<file path="src/rtl/fetch_pkg.sv">
// Shared types and constants for the instruction-fetch sequencer and its
// address checker.
package fetch_pkg;

    typedef enum logic [1:0] {
        ST_IDLE  = 2'd0,
        ST_RUN   = 2'd1,
        ST_HALT  = 2'd2,
        ST_FAULT = 2'd3
    } fetch_state_t;

    // What the RUN state does with the current cycle.
    typedef enum logic [2:0] {
        ACT_NONE  = 3'd0,
        ACT_FETCH = 3'd1,
        ACT_HOLD  = 3'd2,
        ACT_HALT  = 3'd3,
        ACT_FAULT = 3'd4
    } fetch_act_t;

    localparam int unsigned INSTR_BYTES     = 4;
    localparam logic [3:0]  DEFAULT_HALT_OP = 4'b1111;
    localparam int          OP_HI           = 31;
    localparam int          OP_LO           = 28;

    function automatic logic word_aligned(input logic [31:0] addr);
        return addr[1:0] == 2'b00;
    endfunction

endpackage

</file>
<file path="src/rtl/fetch_addr_chk.sv">
// Combinational legality check for a word fetch address against a memory
// of MEM_BYTES bytes.
module fetch_addr_chk
    import fetch_pkg::*;
#(
    parameter int unsigned MEM_BYTES = 32
) (
    input  logic [31:0] fa,
    output logic        illegal
);

    localparam logic [31:0] LAST_WORD = 32'(MEM_BYTES - INSTR_BYTES);

    // A wrapped PC lands far above LAST_WORD, so this also catches wrap.
    assign illegal = !word_aligned(fa) || (fa > LAST_WORD);

endmodule

</file>
<file path="src/rtl/fetch_ctrl.sv">
// IF-stage fetch sequencer: owns the PC, issues one word fetch per cycle,
// honours stall/redirect, and stops on HALT or an illegal fetch address.
module fetch_ctrl
    import fetch_pkg::*;
#(
    parameter logic [31:0] RESET_PC  = 32'h0,
    parameter int unsigned MEM_BYTES = 32,
    parameter logic [3:0]  HALT_OP   = DEFAULT_HALT_OP
) (
    input  logic        clk,
    input  logic        rst,
    input  logic        start,
    input  logic        stall,
    input  logic        redirect,
    input  logic [31:0] redirect_pc,
    input  logic [31:0] instr,
    output logic        im_en,
    output logic [31:0] im_addr,
    output logic [31:0] if_pc,
    output logic        if_valid,
    output logic        halted,
    output logic        fault,
    output logic [31:0] fault_addr
);

    generate
        if ((MEM_BYTES % INSTR_BYTES) != 0 || MEM_BYTES == 0) begin : g_bad_size
            $error("fetch_ctrl: MEM_BYTES must be a non-zero multiple of 4");
        end
    endgenerate

    fetch_state_t state, state_next;
    fetch_act_t   act;
    logic [31:0]  pc;
    logic [31:0]  fa;
    logic         illegal;
    logic         halt_seen;
    logic         unused_instr_bits;

    assign fa        = redirect ? redirect_pc : pc;
    assign halt_seen = if_valid && (instr[OP_HI:OP_LO] == HALT_OP);
    assign unused_instr_bits = ^instr[OP_LO-1:0];

    fetch_addr_chk #(
        .MEM_BYTES(MEM_BYTES)
    ) u_addr_chk (
        .fa     (fa),
        .illegal(illegal)
    );

    always_ff @(posedge clk or posedge rst) begin
        if (rst) begin
            state <= ST_IDLE;
        end else begin
            state <= state_next;
        end
    end

    // Redirect outranks HALT: a HALT sitting in IF during a taken branch is wrong-path.
    always_comb begin
        act        = ACT_NONE;
        state_next = state;
        case (state)
            ST_IDLE: begin
                if (start) begin
                    state_next = ST_RUN;
                end
            end
            ST_RUN: begin
                if (illegal) begin
                    act        = ACT_FAULT;
                    state_next = ST_FAULT;
                end else if (redirect) begin
                    act = ACT_FETCH;
                end else if (halt_seen && !stall) begin
                    act        = ACT_HALT;
                    state_next = ST_HALT;
                end else if (stall) begin
                    act = ACT_HOLD;
                end else begin
                    act = ACT_FETCH;
                end
            end
            default: begin
                state_next = state;
            end
        endcase
    end

    always_comb begin
        im_en   = (act == ACT_FETCH);
        im_addr = (state == ST_RUN) ? fa : pc;
        halted  = (state == ST_HALT);
        fault   = (state == ST_FAULT);
    end

    // IF/ID tag: PC and liveness of the word memory returns next cycle.
    always_ff @(posedge clk or posedge rst) begin
        if (rst) begin
            pc         <= RESET_PC;
            if_pc      <= 32'h0;
            if_valid   <= 1'b0;
            fault_addr <= 32'h0;
        end else begin
            case (act)
                ACT_FETCH: begin
                    pc       <= fa + 32'(INSTR_BYTES);
                    if_pc    <= fa;
                    if_valid <= 1'b1;
                end
                ACT_HALT: begin
                    if_valid <= 1'b0;
                end
                ACT_FAULT: begin
                    fault_addr <= fa;
                    if_valid   <= 1'b0;
                end
                default: begin
                    pc       <= pc;
                    if_valid <= if_valid;
                end
            endcase
        end
    end

endmodule

</file>
<file path="config.mk">
export PLATFORM = sky130hd
export DESIGN_NAME = fetch_ctrl
export DESIGN_NICKNAME = d
export VERILOG_FILES = /design/src/rtl/fetch_pkg.sv /design/src/rtl/fetch_addr_chk.sv /design/src/rtl/fetch_ctrl.sv
export SDC_FILE = /design/constraint.sdc
export NUM_CORES = 1
export LEC_CHECK = 0
export CELL_PAD_IN_SITES_DETAIL_PLACEMENT = 0
export CELL_PAD_IN_SITES_GLOBAL_PLACEMENT = 1
export CORE_AREA = 2 2 133 135
export CTS_CLUSTER_SIZE = 40
export DETAILED_ROUTE_END_ITERATION = 6
export DIE_AREA = 0 0 135 137
export PLACE_DENSITY = 0.79
export SLEW_MARGIN = 20
export SYNTH_ARGS = -nofsm -noshare
export SYNTH_HDL_FRONTEND = slang
export SYNTH_HIERARCHICAL = 1
export SYNTH_SLANG_ARGS = --single-unit
export TNS_END_PERCENT = 1
</file>
<file path="constraint.sdc">
create_clock -name clk -period 4.53 [get_ports clk]
set_clock_uncertainty 0.05 [all_clocks]
set_input_delay 1.1325 -clock clk [delete_from_list [all_inputs] [get_ports clk]]
set_output_delay 1.1325 -clock clk [all_outputs]
set_load 0.01 [all_outputs]
</file>
Word-level counts from Yosys, hierarchy flattened
Cells that the tools add are included.

cells by class
  add/subtract/negate cells = 1
  order comparisons = 1
  equal/unequal tests = 10
  muxes and demuxes = 13
  reductions and logical operators = 11

operators by type and width
  cell                                                                   count
  32-bit 2-to-1 mux                                                      2
  32-bit by 3-bit adder with 32-bit output, second input constant        1
  32-bit by 5-bit > comparator with 1-bit output, second input constant  1
  2-bit 2-to-1 mux                                                       7
  3-bit 2-to-1 mux                                                       2
  3-bit inequality test, second input constant                           2
  2-bit equality test, second input constant                             2
  4-bit equality test, second input constant                             1
  2-bit zero test                                                        2
  2-bit one-hot mux with 2 select lines                                  1
  4-bit AND reduction                                                    1
  2-bit nonzero test                                                     2
  3-bit by 1-bit equality test with 1-bit output, second input constant  1
  3-bit by 2-bit equality test with 1-bit output, second input constant  1
  3-bit equality test, second input constant                             1
  2-bit by 1-bit equality test with 1-bit output, second input constant  1
  1-bit logical AND                                                      2
  1-bit zero test                                                        2
  2-bit inequality test, second input constant                           1
  1-bit one-hot mux with 2 select lines                                  1
  2-bit OR reduction                                                     1
  1-bit logical OR                                                       1

word-level totals
  register bits = 99
  input port bits = 69
  output and inout port bits = 100
  word-level logic and storage cells = 41

Longest topological paths before layout
Gate-level depths: netlist of the first run.

  depth in word-level cells = 10
  depth in mapped cells = 16

By module
Netlist of the first run, hierarchy kept.

modules (own cells, without submodules)
  module          times used  cells each  area each (µm²)
  fetch_ctrl      1           592         5146.2
  fetch_addr_chk  1           10          68.8

Least setup slack after synthesis of the first run
No wires, ideal clock.

  path kind = input -> output
  from = input redirect
  to = output im_en
  arrival = 3.540 ns
  path slack = -0.193 ns
  stages = 13
  path buffers = 5
  cells stage by stage = buf_6 -> buf_12 -> buf_2 -> buf_2 -> mux2i_1 -> inv_1 -> or4_1 -> nor3_2 -> nand4_1 -> nor2_1 -> o21ai_0 -> clkbuf_1 -> clkinv_1

RTL lines
  element                                         line                  source
  start: declaration                              fetch_ctrl.sv:14      input logic redirect,
  32-bit 2-to-1 mux                               fetch_ctrl.sv:40      assign fa = redirect ? redirect_pc : pc;
  via fa[21]                                      fetch_ctrl.sv:35      logic [31:0] fa;
  32-bit by 5-bit > comparator with 1-bit output  fetch_addr_chk.sv:15  assign illegal = !word_aligned(fa) || (fa > LAST_WORD);
  1-bit logical OR                                fetch_addr_chk.sv:15
  via illegal                                     fetch_ctrl.sv:36      logic illegal;
  3-bit 2-to-1 mux                                fetch_ctrl.sv:70      if (illegal) begin
  3-bit 2-to-1 mux                                fetch_ctrl.sv:63      case (state)
  3-bit by 1-bit equality test with 1-bit output  fetch_ctrl.sv:91      im_en = (act == ACT_FETCH);
  end: declaration                                fetch_ctrl.sv:17      output logic im_en,

The timed path passes the listed nets, and every way through them passes these cells.

Final worst setup path of the first run
  from = input redirect_pc[30]
  to = output im_en

on the way
  longest elaborated chain between the ends = 6

ends and longest elaborated chain
  element                                         line                  source
  start: declaration                              fetch_ctrl.sv:15      input logic [31:0] redirect_pc,
  32-bit 2-to-1 mux                               fetch_ctrl.sv:40
  via fa[30]                                      fetch_ctrl.sv:35
  32-bit by 5-bit > comparator with 1-bit output  fetch_addr_chk.sv:15
  1-bit logical OR                                fetch_addr_chk.sv:15
  via illegal                                     fetch_ctrl.sv:36
  3-bit 2-to-1 mux                                fetch_ctrl.sv:70
  3-bit 2-to-1 mux                                fetch_ctrl.sv:63
  3-bit by 1-bit equality test with 1-bit output  fetch_ctrl.sv:91

The timed path passes the listed nets, and every way through them passes these cells.

==> results of run 1 <==
==> cell type report <==
class                           instances  area [um^2]
Clock buffer                           10        239.0
Clock inverter                          5        63.81
Fill cell                            1707         9283
Inverter                               35        138.9
Multi-Input combinational cell        432         2532
Sequential cell                        97         2427
Tap cell                              225        281.5
Timing Repair Buffer                  224         2091
==> final timing paths <==
path,from,end,slack (ns),depth (start not counted)
hold reg to reg,fault_addr[6]$_DFFE_PP0N_,fault_addr[6]$_DFFE_PP0N_,0.43,2
hold / removal,fault_addr[6]$_DFFE_PP0N_,fault_addr[6]$_DFFE_PP0N_,0.43,2
setup reg to reg,pc[30]$_DFFE_PP0N_,pc[30]$_DFFE_PP0N_,1.35,11
min in group asynchronous,rst,fault_addr[16]$_DFFE_PP0N_,1.24,2
setup / recovery,redirect_pc[30],im_en,0.12,10
max in group asynchronous,rst,pc[14]$_DFFE_PP0N_,2.41,3
==> sequential cells by signal (all words and copies together) (netlist names) <==
name	cells
fault_addr	32
if_pc	32
pc	30
state	2
if_valid	1
==> power groups by stage <==
| stage | combinational [uW] | clock [uW] | sequential (uW) |
|---|---|---|---|
| 2_1_floorplan | 81.5 | 0 | 883 |
| 3_3_place_gp | 195 | 0 | 882 |
| 3_5_place_dp | 196 | 0 | 882 |
| 4_1_cts | 199 | 808 | 865 |
| 5_1_grt | 220 | 856 | 865 |
| 6_report | 203 | 787 | 866 |
==> worst max-delay path: cells and delay by family <==
family,cells,cell delay (ns)
buffers and inverters,4,0.73
AOI/OAI and AO/OA,1,0.10
and+or+nand+nor,4,1.07
muxes,1,0.19
==> layer usage <==
metal / part of all wire / vias up / wire length (um) / track usage
met5: 0 / - / 0 / 0
met4: 0.0060 / 0 / 95 / 0.03588
li1: - / 2483 / - / -
met1: 0.47 / 2275 / 7455 / 0.2410
met3: 0.053 / 7 / 845 / 0.04667
met2: 0.47 / 106 / 7567 / 0.2786
==> repair_timing <==
item | in CTS | in global routing
gates resized for setup | 8 | 11
pin swaps | 2 | 5
hold buffers | 0 | 0
buffers inserted | 2 | 4
setup endpoints to repair | 1 | 1
==> stage by stage <==
stage	hold WS [ns]	util	TNS [ns]	setup WS, ns
floorplan	0.4197	-	0	0.004465
global placement	0.4117	0.4308	-0.5520	-0.5183
detailed placement	0.4194	0.4308	-0.6145	-0.5135
CTS	0.4338	0.4506	0	0.01576
global route	0.4505	0.4558	0	0.01207
finish	0.4268	0.4558	0	0.1183
==> key figures, run 1 <==
CTS
  • CTS max path bufs: 2
  • Clock Latency Late Sink: 0.35 ns
  • Clk sinks: 97
  • Clock buffers created by TritonCTS: 9
  • CTS tree: yes
  • Root Driver: clkbuf_16
  • H-tree depth: 3
  • Clk slew on worst S/H paths: 0.06 ns

Worst setup path
  • CP cell instances: clkdlybuf4s50_1, mux2i_1, inv_1, or4_1, nor3_2, nand4_1, nor2_2, o21ai_4, clkinv_4, buf_2
  • CP Class: in -> out
  • Critical Path Start Type: input port
  • Crit end category: primary output
  • Req. time, crit path: 3.35 ns
  • Crit-path max cell delay: 0.52 ns
  • Crit path max fanout: 2
  • CP max-delay cell: or4_1
  • Critical Path AT: 3.23 ns

Drt
  • ANT nets after route: 0
  • Post-DR wirelength/cell: 15.53 um
  • Vias per inst: 4.738
  • First-pass DRT Iterations: 5
  • Initial DRC Count: 185
  • Overall routed net length: 15960 um
  • DRC: 0
  • Vias: 4871

Layout
  • Final std cell area, no fill: 7774 um^2
  • Most frequent cells in the layout: nand2_1, clkdlybuf4s50_1, o21ai_0
  • Antenna cells: 0
  • Area Growth Syn to Fin: 49.17%
  • Fin cells: 1028
  • Nets: 869
  • Most common cell after layout, fill and taps aside: nand2_1
  • Layout cells sized above 1: 0.1594

Worst hold path
  • Worst Hold Class: reg -> reg

Power and ir drop
  • Combinational share of power: 0.109
  • Internal: 1413 uW
  • Leak: 0.003516 uW
  • Pwr dens: 238.6 nW/um^2
  • Maximum vdd drop: 0.0001634 V
  • Part of the power in the clock network: 0.424
  • PnR Total Power: 1855 uW
  • Reg power frac: 0.467
  • Switch share: 0.2381
  • Sw Pwr: 441.6 uW

Place
  • Final HPWL DP: 11750 um
  • IO buf count: 140
  • DP Cell Count: 1006
  • Routability cong.: 0.8511
  • Placed Instance Area: 7348 um^2

Floorplanning
  • Die area: 18500 um^2
  • Die Y: 137 um
  • I/O pin count: 169
  • Std cell rows: 48
  • Initial Util: 0.3055
  • Die W: 135 um
  • Core area: 17060 um^2

STA
  • Final period util: 0.9739
  • Worst-Margin Slew: 0.7873 ns
  • Period minus WS final: 4.412 ns
  • RSZ-0062 raised after global routing: false
  • Final Max Slew Viols: 0
  • Final Hold Fails: 0
  • Rel. slew slack: 0.4751
  • Fmax: 226.7 MHz
  • Final setup vio count: 0

Global route
  • Aggregate global routing overflow: 0
  • GRT Total Usage: 0.1752
  • Largest net degree at the start of global routing: 120
  • Initial antenna violation count: 0
  • First-pass GRT wire length: 24870 um
  • Vias in the first global route: 4565

Synth
  • Synth Warn #: 6
  • Net Count, Synth: 671
  • Synth Cell Area: 5211 um^2
  • Syn Inst Count: 601
  • Syn_area_per_cell: 8.671 um^2

Run
  • Max cap viols: 0

Run status
  • Run status: completed
No activity file was read; power rests on OpenSTA's default activity.
==> run 2: changes to the inputs <==
- CORE_AREA: 2 2 133 135 -> 5 5 129 131
- CTS_CLUSTER_SIZE: 40 -> 12
- DIE_AREA: 0 0 135 137 -> 0 0 134 136
- PLACE_DENSITY: 0.79 -> 0.77
- SYNTH_HIERARCHICAL: 1 -> default
==> run 2 against run 1 <==
Wire length decreased by 18%. Synthesized area is 11% lower. Via count shrank 30%. Combinational power grew 39%. Hold slack improved by 0.0083 ns. Register-to-register slack gained 0.82 ns. Clock power down 0.8%. First-iteration DRC count fell by 46%. Global-route usage fell by 2.7 points. Sequential share of layout area is 5.2 points higher. Total power rose by 7.1%. Synthesized cell count down 38%. Critical path type unchanged. Critical endpoint unchanged.
==> key figures, run 2 <==
Run status
  • Run status: completed

Worst setup path
  • Crit end category: primary output
  • Req. time, crit path: 3.35 ns (about the same)
  • Critical Path Start Type: input port
  • CP Class: in -> out
  • Crit path max fanout: 3 (+1)
  • Critical Path AT: 3.24 ns (about the same)

Synth
  • Adder-Cell Fraction of Synth Area: 0.002701
  • Net Count, Synth: 445 (-34%)
  • EDFF count, synth: 0
  • Area share of xor/xnor cells in the synthesized design: 0
  • Post-synthesis sequential area ratio: 0.5240
  • Most common cell in the netlist: dfrtp_1
  • Dominant synthesized flop cell: dfrtp_1
  • Syn Inst Count: 375 (-38%)
  • Area share of the largest cell type after synthesis: 0.5240
  • Largest family of logic cells by synthesized area: multiplexers
  • Synth Warn #: 0 (-6)
  • Synth Cell Area: 4632 um^2 (-11%)
  • Ranking of synthesized cells by area: dfrtp_1, mux2_2, and2_1
  • Ranking of synthesized cells by instance count: dfrtp_1, and2_1, mux2_2, inv_1, mux2i_1
  • Synth Area in Simple Gates: 0.1456
  • Distinct cells, synth: 45
  • Post-synth top area cell: dfrtp_1
  • Syn_area_per_cell: 12.35 um^2 (+42%)
  • Mux cell area share after synthesis: 0.1829
  • FFs w/ async S/R, synth: 1.000
  • #FFs+latches synth: 97
  • Compound-Gate Fraction of Synth Area: 0.09454

Floorplanning
  • Die W: 134 um (-0.74%)
  • Die area: 18220 um^2 (-1.5%)
  • I/O pin count: 169 (unchanged)
  • Std cell rows: 46 (-4.2%)
  • Core area: 15480 um^2 (-9.2%)
  • Initial Util: 0.2992 (-0.006355)
  • Die Y: 136 um (-0.73%)

Drt
  • Initial DRC Count: 99 (-46%)
  • ANT nets after route: 0 (unchanged)
  • DRC: 0 (unchanged)
  • Vias per inst: 4.743 (about the same)
  • First-pass DRT Iterations: 4 (-1)
  • Vias: 3429 (-30%)
  • Overall routed net length: 13030 um (-18%)
  • Post-DR wirelength/cell: 18.02 um (+16%)

Global route
  • Global-route track usage on met1: 0.1834 (-0.05764)
  • Met3 GRT Util: 0.04774 (+0.001076)
  • Grt met2 use: 0.2426 (-0.03606)
  • Aggregate global routing overflow: 0 (unchanged)
  • Initial antenna violation count: 0 (unchanged)
  • GRT Total Usage: 0.1480 (-0.02722)
  • Largest net degree at the start of global routing: 81 (-33%)
  • Most used routing layer: met2
  • Vias in the first global route: 3796 (-17%)
  • First-pass GRT wire length: 20970 um (-16%)

Place
  • IO buf count: 140 (unchanged)
  • Placed Instance Area: 6329 um^2 (-14%)
  • Final HPWL DP: 9471 um (-19%)
  • Routability cong.: 0.7868 (-7.6%)
  • Pre-CTS setup slack: -0.03997 ns (+0.4736 ns)

CTS
  • Clock Latency Late Sink: 0.35 ns (about the same)
  • CTS max path bufs: 2 (unchanged)
  • H-tree depth: 3 (unchanged)
  • Clk sinks: 97 (unchanged)
  • Clk slew on worst S/H paths: 0.07 ns (about the same)
  • Root Driver: clkbuf_16
  • CTS tree: yes
  • Clock buffers created by TritonCTS: 9 (unchanged)
  • Hold Buf Count CTS: 0 (unchanged)

STA
  • Rel. slew slack: 0.4976 (+0.02253)
  • Final Max Slew Viols: 0 (unchanged)
  • Setup_tns: 0 ns (unchanged)
  • Final setup vio count: 0 (unchanged)
  • RSZ-0062 raised after global routing: false
  • Final WS setup: 0.1095 ns (-0.008833 ns)
  • Period minus WS final: 4.421 ns (+0.008833 ns)
  • Worst-Margin Slew: 0.7535 ns (-0.03380 ns)
  • Hold slack: 0.4351 ns (+0.008278 ns)
  • Final Hold Fails: 0 (unchanged)
  • Fmax: 226.2 MHz (-0.20%)
  • Final period util: 0.9758 (+0.001950)

Layout
  • Multi-input gate area: 2012 um^2 (-21%)
  • Final std cell area, no fill: 6668 um^2 (-14%)
  • Most frequent cells in the layout: clkdlybuf4s50_1, dfrtp_1, and2_1
  • Top Registers: fault_addr (32), if_pc (32), pc (30)
  • Antenna cells: 0 (unchanged)
  • Area Growth Syn to Fin: 43.95%
  • Most common cell after layout, fill and taps aside: clkdlybuf4s50_1
  • Layout cells sized above 1: 0.2354 (+0.07600)
  • Sequential cell area: 2427 um^2 (unchanged)
  • Nets: 596 (-31%)
  • Fillers: 1461 (-14%)

Worst hold path
  • Worst Hold Class: reg -> reg

Power and ir drop
  • Leak: 0.002992 uW (-15%)
  • Maximum vdd drop: 0.0001613 V (-1.3%)
  • PnR Total Power: 1987 uW (+7.1%)
  • Pwr dens: 298.0 nW/um^2 (+25%)

Run
  • Max cap viols: 0 (unchanged)
==> run 2: cell types whose count changed in the layout (fill, tap and decap cells not counted), sizes merged, moves of 20 or more <==
| cell | before | now |
|---|---|---|
| and2 | 1 | 57 |
| o22ai | 0 | 25 |
| mux2 | 2 | 50 |
| nand2 | 146 | 11 |
| o21ai | 118 | 2 |
| nand3 | 23 | 3 |
| buf | 86 | 23 |
==> run 2: area by class of cell <==
class	instances	area share
inverter	26	0.01539
timing repair buffer	162	0.2379
sequential	97	0.3640
clock inverter	4	0.007881
multi-input combinational	230	0.3017
tap	192	0.03603
clock buffer	12	0.03697
==> run 2: routing by layer <==
| layer | vias up | part of all wire |
|---|---|---|
| li1 | 1603 | - |
| met1 | 1706 | 0.43 |
| met2 | 100 | 0.48 |
| met3 | 20 | 0.068 |
| met4 | 0 | 0.019 |
| met5 | - | 0 |
==> run 2: metrics by stage <==
stage / util / instances
floorplan: - / 375
global placement: 0.4088 / 707
detailed placement: 0.4088 / 707
CTS: 0.4289 / 723
global route: 0.4307 / 723
finish: 0.4307 / 723
==> run 2: what timing repair did <==
action | in CTS | in global routing
gates resized for setup | 2 | 5
endpoints found under the setup margin | 1 | 1
buffers inserted | 0 | 0
==> run 2: report_power, final <==
group	internal, uW	switching [uW]	total, uW
registers	902	21.9	924
logic	160	121	282
clock network	445	336	781
total	1510	479	1990
==> run 2: kinds of logic (layout without fill, tap and decap cells) <==
logic type / count (synthesis) / count (layout)
flops: 97 / 97
fa+ha+maj: 1 / 1
mux: 75 / 75
simple gates: 110 / 110
compound gates: 44 / 44
buf+inv: 48 / 204
==> run 2: final timing paths <==
check	from	endpoint	slack, ns	depth (start not counted)
setup / recovery	redirect_pc[13]	im_en	0.11	6
hold / removal	if_pc[13]$_DFFE_PP0N_	if_pc[13]$_DFFE_PP0N_	0.44	1
setup reg to reg	if_pc[0]$_DFFE_PP0N_	if_pc[26]$_DFFE_PP0N_	2.17	7
hold reg to reg	if_pc[13]$_DFFE_PP0N_	if_pc[13]$_DFFE_PP0N_	0.44	1
max in group asynchronous	rst	if_pc[6]$_DFFE_PP0N_	2.47	3
min in group asynchronous	rst	if_pc[25]$_DFFE_PP0N_	1.23	2
==> run 2: critical path, cell delays in order <==
cell and delay [ns]:
clkdlybuf4s50_1 0.44, nor4_2 0.35, a21boi_1 0.19, nor4_2 0.33, and2_2 0.25, clkdlybuf4s50_1 0.55
